### src/rtl/id_ex_reg.sv
// ID/EX pipeline register: single-entry stage buffer with valid/ready toward EX,
// load-use bubble insertion and flush. Define PERF_COUNTERS_EN to add event counters.
module id_ex_reg #(
  parameter int XLEN = 32
) (
  input  logic            clk,
  input  logic            rst_n,
  input  logic            id_valid,
  output logic            id_ready,
  input  logic [XLEN-1:0] id_pc,
  input  logic [XLEN-1:0] id_rs1_data,
  input  logic [XLEN-1:0] id_rs2_data,
  input  logic [XLEN-1:0] id_imm,
  input  logic [4:0]      id_rs1,
  input  logic [4:0]      id_rs2,
  input  logic [4:0]      id_rd,
  input  logic            id_rs1_used,
  input  logic            id_rs2_used,
  input  logic [3:0]      id_alu_control,
  input  logic [1:0]      id_mem_to_reg,
  input  logic            id_reg_write,
  input  logic            id_operand_a,
  input  logic            id_operand_b,
  input  logic            id_load,
  input  logic            id_store,
  input  logic            id_branch,
  input  logic            id_jal,
  input  logic            id_jalr,
  input  logic [2:0]      id_fun3,
  input  logic            flush,
  input  logic            ex_ready,
`ifdef PERF_COUNTERS_EN
  output logic [31:0]     bubble_cnt,
  output logic [31:0]     flush_cnt,
  output logic [31:0]     stall_cnt,
`endif
  output logic            ex_valid,
  output logic [XLEN-1:0] ex_pc,
  output logic [XLEN-1:0] ex_rs1_data,
  output logic [XLEN-1:0] ex_rs2_data,
  output logic [XLEN-1:0] ex_imm,
  output logic [4:0]      ex_rs1,
  output logic [4:0]      ex_rs2,
  output logic [4:0]      ex_rd,
  output logic [3:0]      ex_alu_control,
  output logic [1:0]      ex_mem_to_reg,
  output logic            ex_reg_write,
  output logic            ex_operand_a,
  output logic            ex_operand_b,
  output logic            ex_load,
  output logic            ex_store,
  output logic            ex_branch,
  output logic            ex_jal,
  output logic            ex_jalr,
  output logic [2:0]      ex_fun3
);

  typedef struct packed {
    logic [XLEN-1:0] pc;
    logic [XLEN-1:0] rs1_data;
    logic [XLEN-1:0] rs2_data;
    logic [XLEN-1:0] imm;
    logic [4:0]      rs1;
    logic [4:0]      rs2;
    logic [4:0]      rd;
    logic [3:0]      alu_control;
    logic [1:0]      mem_to_reg;
    logic            reg_write;
    logic            operand_a;
    logic            operand_b;
    logic            load;
    logic            store;
    logic            branch;
    logic            jal;
    logic            jalr;
    logic [2:0]      fun3;
  } payload_t;

  payload_t r_ex;
  payload_t w_id;
  logic     r_valid;
  logic     w_adv;
  logic     w_hz;

  assign w_id = '{
    pc: id_pc, rs1_data: id_rs1_data, rs2_data: id_rs2_data, imm: id_imm,
    rs1: id_rs1, rs2: id_rs2, rd: id_rd, alu_control: id_alu_control,
    mem_to_reg: id_mem_to_reg, reg_write: id_reg_write, operand_a: id_operand_a,
    operand_b: id_operand_b, load: id_load, store: id_store, branch: id_branch,
    jal: id_jal, jalr: id_jalr, fun3: id_fun3
  };

  assign w_adv = ~r_valid | ex_ready;

  // A load into x0 never produces a value worth waiting for.
  assign w_hz = id_valid & r_valid & r_ex.load & (r_ex.rd != 5'd0) &
                ((id_rs1_used & (id_rs1 == r_ex.rd)) |
                 (id_rs2_used & (id_rs2 == r_ex.rd)));

  assign id_ready = rst_n & (flush | (w_adv & ~w_hz));

  // NOTE: the payload is cleared on reset, flush and bubble (not just ex_valid)
  // so an invalid entry stays inert even if EX ignores ex_valid.
  always_ff @(posedge clk) begin
    if (!rst_n) begin
      r_valid <= 1'b0;
      r_ex    <= '0;
    end else if (flush || (w_adv && w_hz)) begin
      r_valid <= 1'b0;
      r_ex    <= '0;
    end else if (w_adv) begin
      r_valid <= id_valid;
      r_ex    <= id_valid ? w_id : '0;
    end
  end

`ifdef PERF_COUNTERS_EN
  logic [31:0] r_bubble_cnt;
  logic [31:0] r_flush_cnt;
  logic [31:0] r_stall_cnt;

  always_ff @(posedge clk) begin
    if (!rst_n) begin
      r_bubble_cnt <= '0;
      r_flush_cnt  <= '0;
      r_stall_cnt  <= '0;
    end else begin
      if (!flush && w_adv && w_hz)          r_bubble_cnt <= r_bubble_cnt + 32'd1;
      if (flush && r_valid)                 r_flush_cnt  <= r_flush_cnt + 32'd1;
      if (r_valid && !ex_ready && !flush)   r_stall_cnt  <= r_stall_cnt + 32'd1;
    end
  end

  assign bubble_cnt = r_bubble_cnt;
  assign flush_cnt  = r_flush_cnt;
  assign stall_cnt  = r_stall_cnt;
`endif

  assign ex_valid       = r_valid;
  assign ex_pc          = r_ex.pc;
  assign ex_rs1_data    = r_ex.rs1_data;
  assign ex_rs2_data    = r_ex.rs2_data;
  assign ex_imm         = r_ex.imm;
  assign ex_rs1         = r_ex.rs1;
  assign ex_rs2         = r_ex.rs2;
  assign ex_rd          = r_ex.rd;
  assign ex_alu_control = r_ex.alu_control;
  assign ex_mem_to_reg  = r_ex.mem_to_reg;
  assign ex_reg_write   = r_ex.reg_write;
  assign ex_operand_a   = r_ex.operand_a;
  assign ex_operand_b   = r_ex.operand_b;
  assign ex_load        = r_ex.load;
  assign ex_store       = r_ex.store;
  assign ex_branch      = r_ex.branch;
  assign ex_jal         = r_ex.jal;
  assign ex_jalr        = r_ex.jalr;
  assign ex_fun3        = r_ex.fun3;

endmodule

### config.mk
export PLATFORM = sky130hd
export DESIGN_NAME = id_ex_reg
export DESIGN_NICKNAME = d
export VERILOG_FILES = /design/src/rtl/id_ex_reg.sv
export SDC_FILE = /design/constraint.sdc
export NUM_CORES = 1
export LEC_CHECK = 0
export ABC_AREA = 1
export CORE_ASPECT_RATIO = 1.2
export CORE_MARGIN = 3
export CORE_UTILIZATION = 25
export DETAILED_ROUTE_END_ITERATION = 7
export SYNTH_ARGS = -nofsm -noshare
export SYNTH_HDL_FRONTEND = slang
export SYNTH_SLANG_ARGS = --single-unit
### constraint.sdc
create_clock -name clk -period 1.5 [get_ports clk]
set_input_delay 0.375 -clock clk [delete_from_list [all_inputs] [get_ports clk]]
set_output_delay 0.375 -clock clk [all_outputs]
set_load 0.01 [all_outputs]
==> impl_metrics.csv, run 1 <==
group,metric,value,unit
outcome,outcome,"finished, violations left",
outcome,violations,"setup timing",
cells_and_area,nNetsFinal,1609,
floorplanning,pin_count,329,
floorplanning,placementRows,66,
power_and_ir_drop,power.density,892,nW/um^2
hold_path,hold_path.class,"primary input to flip-flop",
timing,setup_ws,-0.435,ns
synthesis,synthMuxAreaShare,0,%
synthesis,synth_area,7070,um^2
global_route,grt_pass1_vias,7209,
hold_path,worstHoldEndpoint,"ex_rs1[0]",
placement,gp_congestion,0.806,
timing,tightest_slew,0.405,ns
worst_setup_path,crit_path_max_fanout,4,
timing,fin_hold_ws,0.343,ns
routing,avgRoutedWirePerCell,14.3,um
synthesis,synth-adder-area-share,0,%
worst_setup_path,cp.required,1.12,ns
routing,wirelength,26.1,mm
routing,routed_via_density,4.16,
cells_and_area,utilization,44.7,%
synthesis,synth_top_area_share,45.6,%
placement,pre_cts_slack,-0.892,ns
cells_and_area,fillers,2865,
synthesis,synth_top_family_by_area,"simple AND/OR/NAND/NOR gates",
timing,max_freq,0.517,GHz
cells_and_area,syn2layout_area_growth,73.7,%
cells_and_area,instances_no_fill,1830,
synthesis,ys_top_cells_by_area,"dfxtp_1, nand2_1, o21ai_0, inv_1, nor2_1",
routing,vias,7613,
placement,place_inst,1758,
synthesis,yosys.cell_types.count,13,
hold_path,worstHoldStart,"id_rs1[0]",
timing,hold_viol,0,
floorplanning,core_area,27500,um^2
routing,drc,0,
global_route,grt_start_max_net_pins,127,
clock_network,path_clk_slew,0.07,ns
clock_network,holdBufCountCts,0,
worst_setup_path,rr_worst_depth,13,
power_and_ir_drop,irDropWorstVdd,0.000637,V
worst_setup_path,critPathArrivalTime,1.56,ns
clock_network,htreeDepth,4,
timing,period_minus_slack,1.93,ns
floorplanning,chipWidth,160,um
floorplanning,die_h,190,um
cells_and_area,seqCellArea,3240,um^2
routing,first_pass_iters,4,
cells_and_area,multi_input_area,2850,um^2
timing,finClkSkew,0.0145,ns
worst_setup_path,end_kind,"primary output",
synthesis,synth-compound-area-share,11.4,%
global_route,antenna_found_initial,2,
worst_setup_path,timing.rr.start,"ex_rd[2]",
synthesis,netlist.top_cell.by_area,"dfxtp_1",
timing,rsz0062_at_grt,"yes",
synthesis,synthSimpleGateAreaFrac,27.7,%
clock_network,cts_sinks,161,
synthesis,synth_xor_area_share,0,%
timing,tns,-29.90,ns
timing,setup_viol,163,
synthesis,netlist_instances,1086,
placement,dp_hpwl,16.5,mm
clock_network,cts-root-buf,"clkbuf_16",
timing,post-route-period-util,129,%
hold_path,min_path_cells,5,
synthesis,syn_nets,1253,
timing,maxSlewViolCount,0,
floorplanning,start_util,25.7,%
worst_setup_path,start_kind,"flip-flop",
worst_setup_path,r2r_slack,-0.27,ns
placement,portBuffers,328,
global_route,grt.total_usage,16.5,%
synthesis,synth_seq_cells,161,
worst_setup_path,r2r-end,"ex_rs2_data[25]",
job,maxCapViolCount,0,
clock_network,cts_buffers,17,
global_route,grt_pass1_wl,39.4,mm
routing,ant_nets,0,
clock_network,clockBufferDepth,2,
floorplanning,dieArea,30300,um^2
synthesis,synth-seq-area-share,45.6,%
timing,max_slew_margin,73.0,%
worst_setup_path,critical_path_class,"flip-flop to primary output",
synthesis,synth_area_per_cell,6.51,um^2
global_route,grt_overflow,0,
clock_network,clk_latency,0.43,ns
clock_network,cts_tree,"done",
power_and_ir_drop,p_leak,0.00574,uW
synthesis,ys_warn_count,0,
routing,drtIter0Drc,398,
cells_and_area,drive_gt1_share,10.2,%
-- cells in the mapped netlist --
library cell and number:
inv_1 177, dfxtp_1 161, a21oi_1 1, nor2_1 173, nand3_1 8, inv_2 2, o21ai_0 160, nand4_1 2
buf_8 10, nand2_2 1, buf_2 34, clkbuf_1 24, nand2_1 333
-- what timing repair did --
| item | CTS | global route |
|---|---|---|
| pin swaps | 4 | 13 |
| gates resized for setup | 244 | 53 |
| setup endpoints to repair | 322 | 179 |
| cloned | 13 | 6 |
| hold endpoints to repair | 0 | 0 |
| setup buffers | 21 | 2 |
-- layout make-up --
type / count / area share, %
sequential: 161 / 26.4
clock buffer: 22 / 3.78
tap: 374 / 3.81
antenna: 2 / 0.0407
clock inverter: 9 / 1.47
inverter: 179 / 5.53
multi-input combinational: 678 / 23.2
timing repair buffer: 405 / 35.8
-- per-layer routing --
layer,track usage (%),routed length (um),up-vias
met5,0,0,-
met4,5.86,589,0
met3,5.12,1720,31
met2,28.9,13300,242
met1,19.0,10500,3395
li1,-,-,3945
-- kinds of logic after synthesis --
kind of cell,after synthesis
buf+inv,247
simple gates,517
compound gates,161
flops,161
-- metrics by stage --
| stage | cell area (um^2) | total power (uW) |
|---|---|---|
| after CTS | 12000 | 11100 |
| after global placement | 10900 | 6020 |
| final | 12300 | 11000 |
| after floorplan | 7070 | 5160 |
| after detailed placement | 10900 | 6030 |
| after global routing | 12300 | 11500 |
-- placed cells by master (no fill, tap or decap), drive strengths merged --
cell / count
a21oi: 1
buf: 76
bufbuf: 3
bufinv: 5
clkbuf: 29
clkdlybuf4s15: 15
clkdlybuf4s50: 155
clkinv: 3
clkinvlp: 1
dfxtp: 161
diode: 2
dlygate4sd2: 144
dlymetal6s2s: 5
inv: 179
nand2: 334
nand3: 8
nand4: 2
nor2: 173
o21ai: 160
-- power by group --
group          switching [uW]  internal, uW
Clock                    1790          3040
Combinational             717           963
Sequential               59.7          4390
Total                    2560          8390
-- worst max-delay path by stage --
stage                     cells past startpoint       from  slack [ns]  endpoint
final                                        10   ex_rd[2]       -0.43  id_ready
after CTS                                    10   ex_rd[4]       -0.47  id_ready
after detailed placement                     10  id_rs2[3]       -0.89  id_ready
after global routing                         10   ex_rd[2]       -0.56  id_ready
after global placement                       10  id_rs2[3]       -0.89  id_ready
after floorplan                               6   ex_valid        0.05  id_ready
-- critical path: stages (launching register included) --
cell,delay [ns]
dfxtp_4,0.36
inv_4,0.07
nand2_2,0.05
nand2_2,0.07
nor2_1,0.04
nand3_1,0.09
nand2_2,0.06
nand2_1,0.06
nand2_1,0.05
a21oi_1,0.14
buf_2,0.14
No activity file was read; power rests on OpenSTA's default activity.
==> run 2, diff against run 1 <==
- PLACE_DENSITY_LB_ADDON: default -> 0.2
==> impl_metrics.csv, run 2 (synthesis gave the netlist of run 1 again) <==
group,metric,value,unit
clock_network,cts_sinks,161,
global_route,grt_overflow,0,
clock_network,path_clk_slew,0.06,ns
timing,post-route-period-util,132,%
worst_setup_path,path_delay_family,"simple AND/OR/NAND/NOR gates",
routing,avgRoutedWirePerCell,14.0,um
worst_setup_path,start_kind,"flip-flop",
outcome,outcome,"finished, violations left",
worst_setup_path,critPathArrivalTime,1.61,ns
routing,wirelength,25.4,mm
timing,hold_viol,0,
hold_path,hold_path.class,"primary input to flip-flop",
placement,dp_hpwl,16.0,mm
floorplanning,chipWidth,160,um
worst_setup_path,path_buf_inv,2,
routing,drtIter0Drc,361,
global_route,grt.total_usage,16.4,%
routing,routed_via_density,4.02,
cells_and_area,final_common_cell,"nand2_1",
hold_path,min_path_cells,6,
worst_setup_path,crit_cells,10,
floorplanning,die_h,190,um
clock_network,htreeDepth,4,
job,maxCapViolCount,0,
routing,ant_nets,0,
global_route,antenna_found_initial,0,
floorplanning,placementRows,66,
timing,maxSlewViolCount,0,
placement,portBuffers,328,
worst_setup_path,crit_path_cell_trace,"buf_12 -> nand2_2 -> nand2_1 -> nor2_1 -> nand3_1 -> nand2_2 -> nand2_2 -> nand2_2 -> a21oi_2 -> buf_2",
worst_setup_path,cp_slowest_cell,"dfxtp_2",
cells_and_area,antenna_cells,0,
cells_and_area,syn2layout_area_growth,69.5,%
floorplanning,start_util,25.7,%
cells_and_area,instances_no_fill,1815,
timing,tns,-38.95,ns
timing,max_freq,0.504,GHz
worst_setup_path,cp_slowest_stage_delay,0.34,ns
timing,max_slew_margin,56.2,%
global_route,grt_start_max_net_pins,152,
power_and_ir_drop,power.density,888,nW/um^2
cells_and_area,utilization,43.6,%
clock_network,clk_latency,0.42,ns
outcome,violations,"setup timing",
cells_and_area,nNetsFinal,1595,
worst_setup_path,path_common_cell,"nand2_2",
placement,gp_congestion,0.786,
timing,setup_ws,-0.483,ns
worst_setup_path,rr_worst_depth,13,
routing,vias,7299,
timing,finClkSkew,0.00868,ns
global_route,grt_pass1_vias,7050,
worst_setup_path,end_kind,"primary output",
timing,period_minus_slack,1.98,ns
floorplanning,dieArea,30300,um^2
cells_and_area,layout_common_cells,"nand2_1, inv_1, nor2_1, o21ai_0, clkdlybuf4s50_1",
power_and_ir_drop,p_leak,0.00569,uW
cells_and_area,drive_gt1_share,8.74,%
worst_setup_path,cp.required,1.12,ns
timing,tightest_slew,0.657,ns
power_and_ir_drop,irDropWorstVdd,0.000739,V
routing,drc,0,
clock_network,cts_buffers,17,
clock_network,clockBufferDepth,2,
floorplanning,pin_count,329,
clock_network,cts-root-buf,"clkbuf_16",
timing,rsz0062_at_grt,"yes",
timing,setup_viol,162,
placement,place_inst,1748,
global_route,grt_pass1_wl,39.5,mm
worst_setup_path,crit_path_max_fanout,3,
worst_setup_path,critical_path_class,"flip-flop to primary output",
floorplanning,core_area,27500,um^2
clock_network,cts_tree,"done",
routing,first_pass_iters,5,
[run 2: changes by cell type in the layout (fill, tap and decap cells not counted), sizes merged, moves of 4 or more]
| cell | previous run | this run |
|---|---|---|
| clkbuf | 29 | 22 |
| clkdlybuf4s50 | 155 | 159 |
| dlygate4sd2 | 144 | 150 |
| clkdlybuf4s15 | 15 | 4 |
| buf | 76 | 66 |
[run 2: per-stage QoR]
stage	total power (uW)	cell area [um^2]	setup slack, ns	hold WS [ns]
finish	10600	12000	-0.483	0.443
global route	11200	12000	-0.585	0.482
CTS	10800	11900	-0.508	0.431
detailed placement	5990	10700	-0.981	0.540
global placement	5990	10700	-0.980	0.534
floorplan	5160	7070	0.0484	0.570
[run 2: final timing paths]
check | from | endpoint | slack, ns
setup / recovery | ex_rd[2] | id_ready | -0.48
hold / removal | id_rs1[1] | ex_rs1[1] | 0.44
setup reg to reg | ex_rd[2] | ex_store | -0.36
hold reg to reg | ex_pc[1] | ex_pc[1] | 0.55
[run 2: timing repair]
item,4_1_cts,5_1_grt
resized for setup,226,21
hold buffers,0,0
cloned,17,1
setup buffers,13,4
setup endpoints to repair,323,171
pin swaps,4,7
[run 2: layer usage]
| layer | GRT usage (%) | share of wire (%) |
|---|---|---|
| met5 | 0 | 0 |
| met2 | 27.7 | 48 |
| met1 | 19.7 | 43 |
| met3 | 4.94 | 6.8 |
| met4 | 5.79 | 2.1 |
[run 2: cell type report]
cell class | instances | area [um^2]
fillers | 2862 | 15500
repair buffers | 391 | 4180
flip-flops and latches | 161 | 3240
multi-input cells | 678 | 2810
inverters | 179 | 677
well taps | 374 | 468
clock buffers | 20 | 457
clock inverters | 12 | 158
[run 2: worst min-delay path: stages]
cell and delay, ns:
dlymetal6s2s_1 0.14, inv_2 0.06, buf_4 0.09, o21ai_0 0.07, inv_1 0.05, nor2_1 0.03
[run 2: power breakdown]
group          switching [uW]  internal (uW)  leakage [uW]
Combinational             691            924       0.00408
Sequential               58.8           4390       0.00131
Clock                    1860           2720      0.000293
==> run 3, diff against run 2 <==
- ABC_AREA: 1 -> 0
- CORE_UTILIZATION: 25 -> 43
==> impl_metrics.csv, run 3 <==
group,metric,value,unit
cells_and_area,syn2layout_area_growth,67.2,%
global_route,grt.total_usage,28.1,%
timing,tightest_slew,0.563,ns
synthesis,yosysMostFrequentCell,"dfxtp_1",
synthesis,synth_area_per_cell,8.14,um^2
floorplanning,dieArea,19700,um^2
timing,max_slew_margin,62.5,%
timing,maxSlewViolCount,0,
synthesis,synth-async-reset-ratio,0,%
timing,setup_ws,-0.691,ns
worst_setup_path,r2r-end,"ex_rs1[3]",
synthesis,yosys.cell_types.count,21,
power_and_ir_drop,p_total,10900,uW
power_and_ir_drop,power.density,841,nW/um^2
floorplanning,die_h,153,um
outcome,violations,"setup timing",
cells_and_area,final_common_cell,"clkdlybuf4s50_1",
placement,dp_hpwl,17.3,mm
routing,routed_via_density,5.85,
hold_path,hold_path.class,"flip-flop to flip-flop",
clock_network,cts_tree,"done",
clock_network,clockBufferDepth,2,
cells_and_area,layout_common_cells,"clkdlybuf4s50_1, nand3_1, and3_1, a22oi_1, dfxtp_1",
synthesis,synth-seq-area-share,41.6,%
routing,drc,0,
worst_setup_path,r2r_slack,-0.68,ns
worst_setup_path,timing.rr.start,"ex_rd[3]",
global_route,grt_start_max_net_pins,135,
synthesis,ys_warn_count,0,
clock_network,cts_buffers,17,
cells_and_area,drive_gt1_share,11.0,%
cells_and_area,utilization,73.6,%
synthesis,netlist.top_cell.by_area,"dfxtp_1",
timing,post-route-period-util,146,%
outcome,outcome,"finished, violations left",
synthesis,syn_nets,1118,
routing,vias,8735,
global_route,grt_overflow,0,
clock_network,cts_sinks,161,
timing,setup_viol,272,
worst_setup_path,critical_path_class,"flip-flop to primary output",
synthesis,netlist_instances,951,
timing,period_minus_slack,2.19,ns
routing,wirelength,28.9,mm
worst_setup_path,rr_worst_depth,10,
cells_and_area,nNetsFinal,1428,
clock_network,htreeDepth,4,
job,maxCapViolCount,0,
cells_and_area,antenna_cells,0,
worst_setup_path,cp.required,1.12,ns
floorplanning,start_util,44.1,%
floorplanning,pin_count,329,
floorplanning,core_area,17600,um^2
placement,pre_cts_slack,-0.973,ns
worst_setup_path,start_kind,"flip-flop",
clock_network,holdBufCountCts,0,
synthesis,synth_top_area_share,41.6,%
timing,tns,-111.27,ns
timing,hold_viol,0,
synthesis,synth_area,7740,um^2
placement,portBuffers,328,
routing,first_pass_iters,5,
routing,ant_nets,0,
power_and_ir_drop,irDropWorstVdd,0.000744,V
synthesis,ys_top_cells_by_area,"dfxtp_1, a22oi_1, and3_1, nand3_1, o21ai_0",
timing,fin_hold_ws,0.484,ns
routing,avgRoutedWirePerCell,19.4,um
routing,drtIter0Drc,822,
timing,finClkSkew,0.00905,ns
floorplanning,placementRows,53,
timing,max_freq,0.456,GHz
worst_setup_path,crit_path_start,"ex_rd[3]",
cells_and_area,fillers,1321,
clock_network,path_clk_slew,0.06,ns
clock_network,cts-root-buf,"clkbuf_16",
synthesis,synthFlopType,"dfxtp_1",
global_route,antenna_found_initial,1,
floorplanning,chipWidth,128,um
synthesis,ys_top_cells_by_count,"dfxtp_1, a22oi_1, and3_1, nand3_1, o21ai_0",
timing,rsz0062_at_grt,"yes",
global_route,grt_pass1_vias,8137,
worst_setup_path,crit_path_max_fanout,2,
worst_setup_path,critPathArrivalTime,1.82,ns
clock_network,clk_latency,0.42,ns
worst_setup_path,critPathCapture,"id_ready",
synthesis,synth_seq_cells,161,
global_route,grt_pass1_wl,44.4,mm
worst_setup_path,end_kind,"primary output",
synthesis,synth-edff-count,0,
placement,gp_congestion,0.804,
power_and_ir_drop,p_leak,0.00582,uW
run 3: power breakdown:
group	internal [uW]	switching (uW)
Clock	2560	1820
Combinational	1110	758
Sequential	4510	128
run 3: per-stage QoR:
stage,instances,instance area [um^2]
6_report,1493,12900
5_1_grt,1493,12900
4_1_cts,1482,12700
3_5_place_dp,1433,11600
3_3_place_gp,1433,11600
2_1_floorplan,951,7840
run 3: worst min path at each step:
stage	slack, ns	startpoint	endpoint	cells after the start
after floorplan	0.51	id_rd[1]	ex_rd[1]	2
after global placement	0.47	ex_rs2_data[19]	ex_rs2_data[19]	2
after detailed placement	0.48	ex_pc[20]	ex_pc[20]	2
after CTS	0.49	ex_pc[20]	ex_pc[20]	2
after global routing	0.51	id_rs1_data[17]	ex_rs1_data[17]	3
final	0.48	ex_reg_write	ex_reg_write	2
run 3: worst max-delay path: stages, from the launching register on:
cell and delay, ns:
dfxtp_2 0.32, or4_4 0.54, o2111ai_4 0.22, nor2_2 0.05, a21oi_2 0.12, buf_4 0.14
run 3: cell families after synthesis:
family / after synthesis / synth area share, %
simple gates: 331 / 24.1
flops: 161 / 41.6
compound gates: 325 / 26.4
buf+inv: 124 / 6.76
xor+xnor: 10 / 1.13
run 3: timing repair:
item | 4_1_cts | 5_1_grt
hold endpoints to repair | 0 | 0
cloned | 13 | 3
pin swaps | 2 | 0
resized for setup | 63 | 47
buffers inserted | 5 | 8
setup endpoints to repair | 323 | 315
run 3: final cells by class:
cell class,count,area [um^2],area share (%)
timing repair buffer,415,4790,37.0
multi-input combinational,666,4060,31.3
sequential,161,3230,25.0
clock buffer,20,458,3.54
tap,220,275,2.13
clock inverter,11,125,0.967
run 3: layer usage:
metal,vias to the layer above,global-route usage [%],part of all wire [%]
met2,364,45.7,48
met5,-,0,0.045
met1,4104,35.1,39
met3,51,9.23,9.4
li1,4214,-,-
met4,2,9.20,2.7
